File: config.mk
export PLATFORM = sky130hd
export DESIGN_NAME = multicycle_control_unit
export DESIGN_NICKNAME = d
export VERILOG_FILES = /design/src/rtl/multicycle_control_unit.sv
export SDC_FILE = /design/constraint.sdc
export NUM_CORES = 1
export LEC_CHECK = 0
export BUFFER_PORTS_ARGS = -buffer_cell sky130_fd_sc_hd__buf_2
export CELL_PAD_IN_SITES_DETAIL_PLACEMENT = 1
export CELL_PAD_IN_SITES_GLOBAL_PLACEMENT = 1
export CORE_UTILIZATION = 41
export DETAILED_ROUTE_END_ITERATION = 6
export GPL_ROUTABILITY_DRIVEN = 0
export GPL_TIMING_DRIVEN = 1
export PLACE_DENSITY = 0.88
export SYNTH_ARGS = -nofsm -noshare
export SYNTH_HDL_FRONTEND = slang
export SYNTH_SLANG_ARGS = --single-unit
File: constraint.sdc
create_clock -name clk -period 4.66 [get_ports clk]
set_input_delay 0.466 -clock clk [delete_from_list [all_inputs] [get_ports clk]]
set_output_delay 0.466 -clock clk [all_outputs]
set_load 0.01 [all_outputs]
File: src/rtl/multicycle_control_unit.sv
// ============================================================================
// multicycle_control_unit : multicycle MIPS control FSM driving ALU and
//                           datapath selects, resolving branches from Zero.
// Revision 1.0
// ============================================================================
`default_nettype none

module multicycle_control_unit (
  input  logic       clk,
  input  logic       reset,
  input  logic [5:0] Opcode,
  input  logic [5:0] Funct,
  input  logic       Zero,
  output logic [3:0] ALUOperation,
  output logic       ALUSrcA,
  output logic [1:0] ALUSrcB,
  output logic       ExtOp,
  output logic       IorD,
  output logic       MemRead,
  output logic       MemWrite,
  output logic       IRWrite,
  output logic       RegDst,
  output logic       MemtoReg,
  output logic       RegWrite,
  output logic [1:0] PCSrc,
  output logic       PCWrite,
  output logic       IllegalOp,
  output logic [3:0] State
);

  localparam logic [3:0] ALU_AND = 4'b0000, ALU_OR  = 4'b0001, ALU_NOR = 4'b0010,
                         ALU_ADD = 4'b0011, ALU_SUB = 4'b0100, ALU_SRL = 4'b0101,
                         ALU_SLL = 4'b0110, ALU_LUI = 4'b0111, ALU_BEQ = 4'b1000,
                         ALU_BNE = 4'b1001;

  localparam logic [5:0] OP_R = 6'h00, OP_J = 6'h02, OP_BEQ = 6'h04, OP_BNE = 6'h05,
                         OP_ADDI = 6'h08, OP_ANDI = 6'h0C, OP_ORI = 6'h0D,
                         OP_LUI = 6'h0F, OP_LW = 6'h23, OP_SW = 6'h2B;

  typedef enum logic [3:0] {
    S_RST = 4'd0, S_FETCH = 4'd1, S_DECODE = 4'd2, S_MEMADR = 4'd3, S_MEMRD = 4'd4,
    S_MEMWB = 4'd5, S_MEMWR = 4'd6, S_REX = 4'd7, S_RWB = 4'd8, S_IEX = 4'd9,
    S_IWB = 4'd10, S_BRANCH = 4'd11, S_JUMP = 4'd12
  } state_e;

  typedef struct packed {
    logic [3:0] alu_op;
    logic       alu_src_a;
    logic [1:0] alu_src_b;
    logic       ext_op;
    logic       i_or_d;
    logic       mem_read;
    logic       mem_write;
    logic       ir_write;
    logic       reg_dst;
    logic       mem_to_reg;
    logic       reg_write;
    logic [1:0] pc_src;
    logic       pc_write;
    logic       pc_write_cond;
  } ctrl_t;

  state_e state_q, state_d;
  ctrl_t  ctrl_q, ctrl_d;
  logic       r_legal;
  logic       op_legal;
  logic [3:0] r_alu;

  always_comb begin
    r_legal = 1'b1;
    r_alu   = ALU_ADD;
    case (Funct)
      6'h20:   r_alu = ALU_ADD;
      6'h22:   r_alu = ALU_SUB;
      6'h24:   r_alu = ALU_AND;
      6'h25:   r_alu = ALU_OR;
      6'h27:   r_alu = ALU_NOR;
      6'h00:   r_alu = ALU_SLL;
      6'h02:   r_alu = ALU_SRL;
      default: r_legal = 1'b0;
    endcase

    case (Opcode)
      OP_R:                                  op_legal = r_legal;
      OP_LW, OP_SW, OP_ADDI, OP_ANDI, OP_ORI,
      OP_LUI, OP_BEQ, OP_BNE, OP_J:          op_legal = 1'b1;
      default:                               op_legal = 1'b0;
    endcase

    state_d = S_FETCH;
    case (state_q)
      S_RST:    state_d = S_FETCH;
      S_FETCH:  state_d = S_DECODE;
      S_DECODE: begin
        case (Opcode)
          OP_LW, OP_SW:                      state_d = S_MEMADR;
          OP_R:                              state_d = r_legal ? S_REX : S_FETCH;
          OP_ADDI, OP_ANDI, OP_ORI, OP_LUI:  state_d = S_IEX;
          OP_BEQ, OP_BNE:                    state_d = S_BRANCH;
          OP_J:                              state_d = S_JUMP;
          default:                           state_d = S_FETCH;
        endcase
      end
      S_MEMADR: state_d = (Opcode == OP_SW) ? S_MEMWR : S_MEMRD;
      S_MEMRD:  state_d = S_MEMWB;
      S_REX:    state_d = S_RWB;
      S_IEX:    state_d = S_IWB;
      default:  state_d = S_FETCH;
    endcase

    // Outputs are registered by decoding the upcoming state; IR is already
    // loaded whenever an opcode-dependent state is entered.
    ctrl_d = '0;
    case (state_d)
      S_FETCH: begin
        ctrl_d.mem_read  = 1'b1;
        ctrl_d.ir_write  = 1'b1;
        ctrl_d.alu_src_b = 2'b01;
        ctrl_d.alu_op    = ALU_ADD;
        ctrl_d.pc_write  = 1'b1;
      end
      S_DECODE: begin
        ctrl_d.alu_src_b = 2'b11;
        ctrl_d.ext_op    = 1'b1;
        ctrl_d.alu_op    = ALU_ADD;
      end
      S_MEMADR: begin
        ctrl_d.alu_src_a = 1'b1;
        ctrl_d.alu_src_b = 2'b10;
        ctrl_d.ext_op    = 1'b1;
        ctrl_d.alu_op    = ALU_ADD;
      end
      S_MEMRD: begin
        ctrl_d.mem_read = 1'b1;
        ctrl_d.i_or_d   = 1'b1;
      end
      S_MEMWB: begin
        ctrl_d.mem_to_reg = 1'b1;
        ctrl_d.reg_write  = 1'b1;
      end
      S_MEMWR: begin
        ctrl_d.mem_write = 1'b1;
        ctrl_d.i_or_d    = 1'b1;
      end
      S_REX: begin
        ctrl_d.alu_src_a = 1'b1;
        ctrl_d.alu_op    = r_alu;
      end
      S_RWB: begin
        ctrl_d.reg_dst   = 1'b1;
        ctrl_d.reg_write = 1'b1;
      end
      S_IEX: begin
        ctrl_d.alu_src_a = 1'b1;
        ctrl_d.alu_src_b = 2'b10;
        case (Opcode)
          OP_ANDI: ctrl_d.alu_op = ALU_AND;
          OP_ORI:  ctrl_d.alu_op = ALU_OR;
          OP_LUI:  ctrl_d.alu_op = ALU_LUI;
          default: begin
            ctrl_d.alu_op = ALU_ADD;
            ctrl_d.ext_op = 1'b1;
          end
        endcase
      end
      S_IWB: ctrl_d.reg_write = 1'b1;
      S_BRANCH: begin
        ctrl_d.alu_src_a     = 1'b1;
        ctrl_d.alu_op        = (Opcode == OP_BNE) ? ALU_BNE : ALU_BEQ;
        ctrl_d.pc_src        = 2'b01;
        ctrl_d.pc_write_cond = 1'b1;
      end
      S_JUMP: begin
        ctrl_d.pc_src   = 2'b10;
        ctrl_d.pc_write = 1'b1;
      end
      default: ctrl_d = '0;
    endcase
  end

  always_ff @(posedge clk or negedge reset) begin
    if (!reset) begin
      state_q <= S_RST;
      ctrl_q  <= '0;
    end else begin
      state_q <= state_d;
      ctrl_q  <= ctrl_d;
    end
  end

  assign ALUOperation = ctrl_q.alu_op;
  assign ALUSrcA      = ctrl_q.alu_src_a;
  assign ALUSrcB      = ctrl_q.alu_src_b;
  assign ExtOp        = ctrl_q.ext_op;
  assign IorD         = ctrl_q.i_or_d;
  assign MemRead      = ctrl_q.mem_read;
  assign MemWrite     = ctrl_q.mem_write;
  assign IRWrite      = ctrl_q.ir_write;
  assign RegDst       = ctrl_q.reg_dst;
  assign MemtoReg     = ctrl_q.mem_to_reg;
  assign RegWrite     = ctrl_q.reg_write;
  assign PCSrc        = ctrl_q.pc_src;
  // Branch qualification stays combinational: Zero is valid in the BRANCH cycle itself.
  assign PCWrite      = ctrl_q.pc_write | (ctrl_q.pc_write_cond & Zero);
  assign IllegalOp    = (state_q == S_DECODE) & ~op_legal;
  assign State        = state_q;

endmodule

`default_nettype wire
Yosys cells after proc, flatten, opt, wreduce, memory -nomap -nowiden
Index checks and enable logic that the tools add are counted.
{"block": "totals", "reg_bits": 23, "latch_bits": 0, "mem_bits_rw": 0, "mem_bits_ro": 0, "inputBits": 15, "output_inout_bits": 23, "wordCells": 92, "memories": 0}
{"block": "op_classes", "addsub": 0, "mul": 0, "div": 0, "n_lt_le_gt_ge": 0, "eq_ne": 33, "n_shift": 0, "muxes": 24, "bitwise_logic": 4, "n_reduce_logical": 16}
{"cell": "equality test 6 bit, second input constant", "n": 7}
{"cell": "equality test 4 x 3 -> 1 bit, second input constant", "n": 6}
{"cell": "equality test 4 bit, second input constant", "n": 6}
{"cell": "equality test 6 x 4 -> 1 bit, second input constant", "n": 4}
{"cell": "one-hot mux 4 bit (6 select lines)", "n": 1}
{"cell": "one-hot mux 4 bit (5 select lines)", "n": 1}
{"cell": "one-hot mux 3 bit (6 select lines)", "n": 1}
{"cell": "equality test 4 x 2 -> 1 bit, second input constant", "n": 4}
{"cell": "one-hot mux 4 bit (4 select lines)", "n": 1}
{"cell": "OR reduction 2 bit", "n": 7}
{"cell": "2-to-1 mux 1 bit", "n": 13}
{"cell": "equality test 6 x 2 -> 1 bit, second input constant", "n": 2}
{"cell": "equality test 6 x 3 -> 1 bit, second input constant", "n": 2}
{"cell": "zero test 6 bit", "n": 2}
{"cell": "one-hot mux 3 bit (3 select lines)", "n": 1}
{"cell": "OR reduction 3 bit", "n": 3}
{"cell": "OR reduction 9 bit", "n": 1}
{"cell": "equality test 4 x 1 -> 1 bit, second input constant", "n": 2}
{"cell": "OR reduction 4 bit", "n": 2}
{"cell": "OR reduction 7 bit", "n": 1}
{"cell": "one-hot mux 2 bit (3 select lines)", "n": 1}
{"cell": "one-hot mux 1 bit (2 select lines)", "n": 2}
{"cell": "one-hot mux 2 bit (2 select lines)", "n": 1}
{"cell": "2-to-1 mux 3 bit", "n": 1}
{"cell": "other kinds (4)", "n": 5}

Longest topological paths before layout
Gate-level depths: netlist of run 1.
{"block": "depth", "ltp_word": 9, "ltp_mapped": 8, "depth_no_buf": 7}

Least setup slack after synthesis of run 1
No wires, ideal clock.
{"block": "synth_timing", "path_kind": "input -> output", "start": "input Opcode[0]", "end": "output IllegalOp", "t_arrival_ps": 1497, "slack_ps": 2697, "path_stages": 6, "path_buffers": 1, "cell_sequence": "buf_6 -> and4b_4 -> a21oi_1 -> o22a_1 -> nand2_1 -> nor4_1"}
{"block": "synth_via", "elab_chain_len": 5, "elab_cells_between_ends": 14, "classes_between": "eq/ne: 9; mux: 1; bitwise: 2; reduce/logical: 2"}
{"element": "from (decl)", "line": "11", "rtl": "input logic [5:0] Opcode,"}
{"element": "equality test 6 bit, or another cell as far along", "line": "83", "rtl": "case (Opcode)"}
{"element": "OR reduction 9 bit", "line": "83"}
{"element": "one-hot mux 1 bit (2 select lines) *", "line": "83"}
{"element": "inverter 1 bit *", "line": "205", "rtl": "assign IllegalOp = (state_q == S_DECODE) & ~op_legal;"}
{"element": "AND 1 bit *", "line": "205"}
{"element": "to (decl)", "line": "27", "rtl": "output logic IllegalOp,"}
Mark *: on every way between the ends. The rest lies on a longest branch, timed or not.

Final worst setup path of run 1
{"block": "layout_timing", "start": "input Opcode[2]", "end": "output IllegalOp"}
The elaborated chain is that of the path after synthesis.

==> results of run 1 <==
[worst max-delay path: cells and delay by family]
family          cells  cell delay [ns]
buf+inv             2             0.35
simple gates        3             0.49
compound gates      2             0.35
[metal layers]
layer | track usage [%] | vias up | wire length, µm
li1 | - | 544 | -
met1 | 24.14 | 558 | 1400
met2 | 30.84 | 32 | 1525
met3 | 2.838 | 4 | 124
met4 | 9.524 | 0 | 42
met5 | 0 | - | 0
[cells in the final DEF (no fill, tap or decap), drive strengths merged, types with 4 or more instances in the layout]
cell type   n
inv         5
nand2b      5
nand3       5
o21ai       6
nor3        8
a21oi       8
nor4        4
nand2       9
nor2       14
buf        37
dfrtp      23
nor2b       8
[cell type report]
type / count / area share, %
clock inverters: 1 / 0.3317
flip-flops and latches: 23 / 38.14
repair buffers: 37 / 12.27
well taps: 44 / 3.648
clock buffers: 3 / 1.493
inverters: 5 / 1.244
multi-input cells: 99 / 42.87
[power by group]
part	internal, W	switching (W)
registers	0.000260	0.0000432
logic	0.000165	0.000214
clock network	0.0000321	0.0000578
total	0.000457	0.000315
[how the worst max path moves through the flow]
stage | startpoint | endpoint | depth (start not counted)
5_1_grt | Opcode[2] | IllegalOp | 7
6_report | Opcode[2] | IllegalOp | 7
3_3_place_gp | Opcode[0] | ALUOperation[1]$_DFF_PN0_ | 8
4_1_cts | Opcode[0] | IllegalOp | 7
2_1_floorplan | Opcode[0] | IllegalOp | 6
3_5_place_dp | Opcode[0] | ALUOperation[2]$_DFF_PN0_ | 7
[synth_stat cells (all sizes together), types with 2 or more instances]
cell,instances
inv,5
o21a,2
a21oi,8
and2,2
o22ai,2
nand2,9
buf,13
nor3,8
nor4,4
nor2b,8
or3,3
xnor2,2
nor2,14
nand3,5
a31oi,2
nand2b,5
nor3b,2
nand3b,2
o21ai,6
dfrtp,23
[registers in the layout, indices dropped and copies added (netlist names)]
register and count:
ALUOperation 4, State 4, ALUSrcB 2, PCSrc 2, ctrl_q 2, ALUSrcA 1
ExtOp 1, IRWrite 1, IorD 1, MemRead 1, MemWrite 1, MemtoReg 1
RegDst 1, RegWrite 1
[metrics by stage]
| step | hold WS [ns] | utilization, % |
|---|---|---|
| after detailed placement | 0.4630 | 48.13 |
| after floorplan | 0.1704 | - |
| after CTS | 0.09888 | 49.02 |
| final | 0.1017 | 49.02 |
| after global placement | 0.4413 | 48.13 |
| after global routing | 0.1213 | 49.02 |
[logic make-up (layout without fill, tap and decap cells)]
family,count (synthesis),after routing,share of synthesized area [%]
flops,23,23,42.99
compound gates,31,31,18.69
simple gates,66,66,28.32
buf+inv,18,46,8.691
xor+xnor,2,2,1.309
==> summary.txt, run 1 <==
Timing
  – RSZ-0062 raised after global routing: no
  – Fin crit share: 45.44%
  – Highest Clock Rate: 0.4723 GHz
  – Setup-failing EPs final: 0
  – Least-Margin Pin Slew: 0.6364 ns
  – Final min period: 2.117 ns
  – Final Hold Viols: 0
  – Relative slew margins: 57.34%
  – Fin Clk Skew: 0.008121 ns
  – Total Neg Setup Slack: 0 ns
  – Fin. max-slew vios: 0
  – Final Worst Setup Slack: 2.543 ns

Drt
  – Post-route DRC: 0
  – Vias: 1,138
  – Initial drt markers: 40
  – Total routed wirelength: 3092 µm
  – Antenna Nets Post-Route: 0
  – Wire per inst: 14.58 µm
  – First-pass iteration count of the detailed router: 4
  – Vias per inst: 5.368

Clocking
  – TritonCTS buffer count: 3
  – Clock tree sinks: 23
  – CTS Hold Bufs: 0
  – Post-cts sizing count: 0
  – CTS H-tree depth: 1
  – Clk slew on worst S/H paths: 0.12 ns
  – Clk buf depth: 2
  – Clk_lat worst skew: 0.31 ns
  – TritonCTS clock tree: done
  – Post-CTS setup buffer count: 0
  – CTS root buffer: clkbuf_4

Synth
  – Synth warn: 0
  – Most area-hungry cell type in the Yosys netlist: dfrtp_1
  – Post-synthesis cell count: 140
  – Synth Register Bits: 23
  – Yosys cell types: 44
  – Number of synthesized flops with an enable pin: 0
  – Synth top area cells: dfrtp_1, buf_4, nor2b_1, nor2_1, a21oi_1
  – Syn Std Cell Area: 1339 µm²
  – Asr flop ratio synth: 100.0%
  – Seq/Total Area, Yosys: 42.99%
  – Synth Flop Type: dfrtp_1
  – Syn Nets: 155
  – Mean Syn Cell Area: 9.563 µm²
  – Synth top area share: 42.99%

Power and ir drop
  – Overall Power: 0.0007722 W
  – Max VDD drop: 0.0001305 V
  – PwrDens: 511.7 nW/µm²
  – P_leak: 0.6907 nW

Setup path
  – R2R cell count: 6
  – Element type at the critical path end: output pin
  – R2r endpoint: ALUOperation[2]$_DFF_PN0_
  – CP peak stage delay: 0.25 ns
  – Crit-path cells: buf_2, and4b_4, a21oi_1, o22a_1, nand2_1, nor4_1, buf_2
  – Crit path launch type: primary input
  – Crit Path Max Fanout: 11
  – Worst path arrival time: 1.65 ns
  – Setup slack, reg-to-reg: 2.58 ns
  – CP required: 4.19 ns
  – Slowest cell on crit path: and4b_4
  – Worst r2r src: State[0]$_DFF_PN0_
  – Kind of critical path: in -> out
  – Cell repeated most along the worst path: buf_2

Floorplan
  – Height of the die: 59.15 µm
  – Cell Rows: 20
  – IO Pins: 38
  – Die area: 3498 µm²
  – Initial Util: 43.50%
  – Core footprint: 3078 µm²
  – DIE WIDTH: 59.15 µm

Placed design
  – I/O Buffers: 37
  – Worst slack, placed: 2.413 ns
  – Post-detail-place hpwl: 2391 µm
  – Number of cells after detailed placement: 208
  – Post-DP Area: 1481 µm²

Layout
  – Synthesis-to-layout area growth: 12.71%
  – Non-Filler Instances: 212
  – Register area: 575.6 µm²
  – Final Instance Area: 1509 µm²
  – # fillers: 389
  – Multi-input logic area: 646.9 µm²
  – Nets@finish: 184
  – Layout cells sized above 1: 33.33%
  – Antenna diodes: 0

Global routing
  – Largest net degree at the start of global routing: 24
  – GRT Util Overall: 18.83%
  – Initial antenna violation count: 0
  – Global-route wire length before repair: 4885 µm
  – Vias in the first global route: 1,033
  – Total gr overflow: 0

Run
  – Max-cap viol count: 0

Hold path
  – Worst min path class: in -> async

Outcome
  – Status: complete, no violations
Power figures use the tool's default switching activity.
==> inputs of run 2 (changes only) <==
--- a/config.mk
+++ b/config.mk
@@ -8,11 +8,11 @@
 export BUFFER_PORTS_ARGS = -buffer_cell sky130_fd_sc_hd__buf_2
 export CELL_PAD_IN_SITES_DETAIL_PLACEMENT = 1
 export CELL_PAD_IN_SITES_GLOBAL_PLACEMENT = 1
-export CORE_UTILIZATION = 41
+export CORE_UTILIZATION = 38
 export DETAILED_ROUTE_END_ITERATION = 6
 export GPL_ROUTABILITY_DRIVEN = 0
 export GPL_TIMING_DRIVEN = 1
-export PLACE_DENSITY = 0.88
+export PLACE_DENSITY = 0.83
 export SYNTH_ARGS = -nofsm -noshare
 export SYNTH_HDL_FRONTEND = slang
 export SYNTH_SLANG_ARGS = --single-unit
==> constraint.sdc (replaced) <==
create_clock -name clk -period 2.2 [get_ports clk]
set_input_delay 0.22 -clock clk [delete_from_list [all_inputs] [get_ports clk]]
set_output_delay 0.22 -clock clk [all_outputs]
set_load 0.01 [all_outputs]
==> run 2 against run 1 <==
First-iteration DRC count fell by 60%. Final area rose by 2.3%. Via count fell by 0.26%. Critical path depth did not move. Largest power group unchanged. Non-clock buffer count rose by 4. Sequential power rose by 100%. Global-route usage fell by 1.7 points. Utilization fell by 3.1 points. Clock skew fell by 0.0065 ns. Final cell count rose by 2.8%. Routed wire length fell by 2.9%. Clock-buffer cell count did not move.
==> summary.txt, run 2 (synthesis gave the netlist of run 1 again) <==
Floorplan
  – DIE WIDTH: 61.36 µm
  – IO Pins: 38
  – Core footprint: 3363 µm²
  – Die area: 3764 µm²
  – Height of the die: 61.36 µm
  – Initial Util: 39.81%
  – Cell Rows: 21

Drt
  – Initial drt markers: 16
  – Vias per inst: 5.206
  – First-pass iteration count of the detailed router: 4
  – Post-route DRC: 0
  – Antenna Nets Post-Route: 0
  – Vias: 1,135
  – Wire per inst: 13.77 µm
  – Total routed wirelength: 3002 µm

Setup path
  – R2r endpoint: ALUOperation[1]$_DFF_PN0_
  – Setup slack, reg-to-reg: 0.29 ns
  – R2R cell count: 7
  – Worst r2r src: State[0]$_DFF_PN0_
  – Worst path arrival time: 2.11 ns
  – Element type at the critical path end: flip-flop
  – Kind of critical path: reg -> reg
  – Crit Path Max Fanout: 7
  – Crit path launch type: flip-flop
  – CP required: 2.40 ns
  – Launch point of the worst path: State[0]$_DFF_PN0_

Clocking
  – TritonCTS clock tree: done
  – CTS root buffer: clkbuf_4
  – Clock tree sinks: 23
  – Clk buf depth: 2
  – Clk slew on worst S/H paths: 0.12 ns
  – TritonCTS buffer count: 3
  – CTS H-tree depth: 1
  – Post-CTS setup buffer count: 0
  – Clk_lat worst skew: 0.31 ns

Power and ir drop
  – Max VDD drop: 0.0002744 V
  – PwrDens: 1078 nW/µm²
  – P_leak: 0.7097 nW

Global routing
  – Initial antenna violation count: 0
  – Vias in the first global route: 1,052
  – GRT Util Overall: 17.15%
  – Total gr overflow: 0
  – Global-route wire length before repair: 4788 µm
  – Largest net degree at the start of global routing: 24

Hold path
  – Hold Crit Start: Funct[4]
  – Hold Crit Depth: 3
  – Worst min path class: in -> reg
  – Worst Hold End: ALUOperation[1]$_DFF_PN0_

Layout
  – Most frequent cells in the layout: buf_2, dfrtp_1, nor2_1
  – Nets@finish: 188
  – Non-Filler Instances: 218
  – Antenna diodes: 0
  – Most common cell after layout, fill and taps aside: buf_2
  – Synthesis-to-layout area growth: 15.33%
  – Layout cells sized above 1: 34.30%

Timing
  – Least-Margin Pin Slew: 0.5034 ns
  – Highest Clock Rate: 0.5230 GHz
  – Total Neg Setup Slack: 0 ns
  – Final Hold Viols: 0
  – Fin. max-slew vios: 0
  – RSZ-0062 raised after global routing: no
  – Relative slew margins: 66.44%
  – Setup-failing EPs final: 0
  – Final min period: 1.912 ns
  – Fin Clk Skew: 0.001653 ns
  – Final Worst Setup Slack: 0.2880 ns
  – Fin crit share: 86.91%

Run
  – Max-cap viol count: 0

Outcome
  – Status: complete, no violations

Placed design
  – Post-detail-place hpwl: 2381 µm
  – I/O Buffers: 37
  – Worst slack, placed: 0.2610 ns
  – Number of cells after detailed placement: 213
[run 2: cell types whose count changed in the layout (fill, tap and decap cells not counted)]
cell / change
buf_4: +3
dlygate4sd3_1: +1
[run 2: metrics by stage]
| stage | hold slack (ns) | utilization, % | area (µm²) | total power (W) |
|---|---|---|---|---|
| 2_1_floorplan | -0.07559 | - | 1339 | 0.001236 |
| 3_5_place_dp | 0.2154 | 44.79 | 1506 | 0.001485 |
| 5_1_grt | 0.2579 | 45.91 | 1544 | 0.001783 |
| 4_1_cts | 0.2549 | 45.91 | 1544 | 0.001677 |
| 3_3_place_gp | 0.2020 | 44.79 | 1506 | 0.001456 |
| 6_report | 0.2560 | 45.91 | 1544 | 0.001664 |
[run 2: cell type report]
type | instances | area, µm²
clock inverters | 1 | 5.005
well taps | 46 | 57.56
inverters | 5 | 18.77
clock buffers | 3 | 22.52
fillers | 433 | 1819
flip-flops and latches | 23 | 575.6
repair buffers | 41 | 217.7
multi-input cells | 99 | 646.9
[run 2: critical path, stage by stage (launching register included)]
cell      delay (ns)
dfrtp_1         0.47
nand2b_1        0.23
nor4_2          0.25
o31ai_4         0.14
o32a_4          0.42
inv_2           0.09
or3_4           0.12
o211ai_2        0.08
[run 2: worst max path at each step]
stage | to | slack [ns] | cells after the start
2_1_floorplan | ALUOperation[1]$_DFF_PN0_ | 0.35 | 7
3_3_place_gp | ALUOperation[1]$_DFF_PN0_ | 0.29 | 8
3_5_place_dp | ALUOperation[1]$_DFF_PN0_ | 0.26 | 8
4_1_cts | ALUOperation[1]$_DFF_PN0_ | 0.29 | 7
5_1_grt | ALUOperation[2]$_DFF_PN0_ | 0.17 | 6
6_report | ALUOperation[1]$_DFF_PN0_ | 0.29 | 7
[run 2: where the power goes]
part / leakage, nW / switching (W) / internal (W) / total, W
clock: 0.0177 / 0.000124 / 0.0000679 / 0.000192
combinational: 0.398 / 0.000482 / 0.000371 / 0.000854
sequential: 0.294 / 0.0000683 / 0.000550 / 0.000619
[run 2: routing by layer]
| layer | track usage, % | part of all wire (%) | up-vias |
|---|---|---|---|
| met1 | 22.28 | 47 | 550 |
| met2 | 29.19 | 48 | 29 |
| li1 | - | - | 552 |
| met4 | 6.667 | 1.6 | 0 |
| met5 | 0 | 0 | - |
| met3 | 2.101 | 3.9 | 4 |
[run 2: timing repair]
| item | CTS | global route |
|---|---|---|
| hold buffers | 1 | 0 |
| resized for setup | 0 | 0 |
| endpoints found under the hold margin | 23 | 0 |
==> inputs of run 3 (changes only) <==
--- a/config.mk
+++ b/config.mk
@@ -6,9 +6,7 @@
 export NUM_CORES = 1
 export LEC_CHECK = 0
 export BUFFER_PORTS_ARGS = -buffer_cell sky130_fd_sc_hd__buf_2
-export CELL_PAD_IN_SITES_DETAIL_PLACEMENT = 1
-export CELL_PAD_IN_SITES_GLOBAL_PLACEMENT = 1
-export CORE_UTILIZATION = 38
+export CORE_UTILIZATION = 51
 export DETAILED_ROUTE_END_ITERATION = 6
 export GPL_ROUTABILITY_DRIVEN = 0
 export GPL_TIMING_DRIVEN = 1
==> run 3 against run 2 <==
Maximum frequency decreased by 0.94%. Utilization up 16 points. First-iteration DRC count rose by 50%. Routed wire length down 9.3%. Critical endpoint is now ALUOperation[2]$_DFF_PN0_. Non-clock buffer count stayed put.
==> summary.txt, run 3 (synthesis gave the netlist of run 1 again) <==
Setup path
  – CP required: 2.41 ns
  – Slowest cell on crit path: dfrtp_1
  – Crit-path cells: nand2b_1, nor4_2, o31ai_4, nor2_1, nand2_1, o32ai_2
  – R2R cell count: 6
  – CP peak stage delay: 0.46 ns
  – Crit Path Max Fanout: 7
  – Crit path launch type: flip-flop
  – Kind of critical path: reg -> reg
  – Worst path arrival time: 2.14 ns
  – Element type at the critical path end: flip-flop

Floorplan
  – Core footprint: 2477 µm²
  – Height of the die: 53.24 µm
  – IO Pins: 38
  – DIE WIDTH: 53.24 µm
  – Initial Util: 54.04%
  – Die area: 2834 µm²
  – Cell Rows: 18

Placed design
  – I/O Buffers: 37
  – Worst slack, placed: 0.2592 ns
  – Post-detail-place hpwl: 2083 µm
  – Post-DP Area: 1486 µm²
  – Number of cells after detailed placement: 197

Clocking
  – TritonCTS clock tree: done
  – Post-CTS setup buffer count: 0
  – TritonCTS buffer count: 3
  – CTS H-tree depth: 1
  – Clk_lat worst skew: 0.30 ns
  – CTS root buffer: clkbuf_4
  – Clk buf depth: 2
  – Clock tree sinks: 23
  – Clk slew on worst S/H paths: 0.11 ns

Global routing
  – Vias in the first global route: 1,044
  – Global-route wire length before repair: 4602 µm
  – Largest net degree at the start of global routing: 24
  – GRT Util Overall: 22.79%
  – Initial antenna violation count: 0
  – Total gr overflow: 0

Drt
  – Initial drt markers: 24
  – Wire per inst: 13.48 µm
  – Total routed wirelength: 2723 µm
  – Vias: 1,125
  – First-pass iteration count of the detailed router: 5
  – Post-route DRC: 0
  – Antenna Nets Post-Route: 0
  – Vias per inst: 5.569

Power and ir drop
  – Overall Power: 0.001643 W
  – P_leak: 0.7070 nW
  – PwrDens: 1079 nW/µm²
  – Max VDD drop: 0.0005416 V

Timing
  – RSZ-0062 raised after global routing: no
  – Relative slew margins: 66.71%
  – Fin Clk Skew: 0.003848 ns
  – Setup-failing EPs final: 0
  – Fin. max-slew vios: 0
  – Final Worst Setup Slack: 0.2698 ns
  – Final min period: 1.930 ns
  – Fin crit share: 87.73%
  – Least-Margin Pin Slew: 0.4993 ns
  – Total Neg Setup Slack: 0 ns
  – Highest Clock Rate: 0.5181 GHz
  – Final Hold Viols: 0

Layout
  – Synthesis-to-layout area growth: 13.74%
  – Antenna diodes: 0
  – Layout cells sized above 1: 33.72%
  – Most frequent cells in the layout: buf_2, dfrtp_1, nor2_1
  – Non-Filler Instances: 202
  – # fillers: 223
  – Register area: 575.6 µm²
  – Multi-input logic area: 646.9 µm²
  – Final Instance Area: 1523 µm²
  – Most common cell after layout, fill and taps aside: buf_2
  – Nets@finish: 188

Run
  – Max-cap viol count: 0

Outcome
  – Status: complete, no violations

Hold path
  – Hold Crit Depth: 3
  – Worst min path class: in -> reg
[run 3: cell types whose count changed in the layout (fill, tap and decap cells not counted), sizes merged]
cell / delta
clkinv: -1
clkbuf: +1
[run 3: metal layers]
layer	vias to the layer above	GRT usage, %	share of wire, %
li1	556	-	-
met1	511	28.24	44
met4	0	11.84	1.2
met2	54	37.71	49
met5	-	0	0
met3	4	3.448	6.2
[run 3: worst paths after layout]
kind | from | endpoint | slack, ns
setup / recovery | State[0]$_DFF_PN0_ | ALUOperation[2]$_DFF_PN0_ | 0.27
hold / removal | Funct[4] | ALUOperation[1]$_DFF_PN0_ | 0.27
setup reg to reg | State[0]$_DFF_PN0_ | ALUOperation[2]$_DFF_PN0_ | 0.27
hold reg to reg | State[0]$_DFF_PN0_ | MemtoReg$_DFF_PN0_ | 0.57
max in group asynchronous | reset | State[0]$_DFF_PN0_ | 1.46
min in group asynchronous | reset | ALUOperation[3]$_DFF_PN0_ | 0.41
[run 3: per-stage QoR]
step	hold slack (ns)	utilization, %
final	0.2677	61.46
after global routing	0.2647	61.46
after CTS	0.2573	61.46
after detailed placement	0.2090	60.00
after global placement	0.1963	60.00
after floorplan	-0.07559	-
[run 3: layout make-up]
type,instances,area share [%]
multi-input combinational,99,42.48
sequential,23,37.80
timing repair buffer,41,14.30
tap,30,2.465
clock buffer,4,1.726
inverter,5,1.233
[run 3: what timing repair did]
item / CTS / global route
endpoints found under the hold margin: 23 / 0
hold buffers: 1 / 0
gates resized for setup: 0 / 0
[run 3: report_power, final]
part,internal (W),switching [W]
Combinational,0.000371,0.000467
Sequential,0.000551,0.0000732
Clock,0.0000706,0.000111
Total,0.000992,0.000651
[run 3: critical path: cells and delay by family, from the launching register on]
kind,cells,cell delay (ns)
compound gates,2,0.43
flops,1,0.46
simple gates,4,0.97
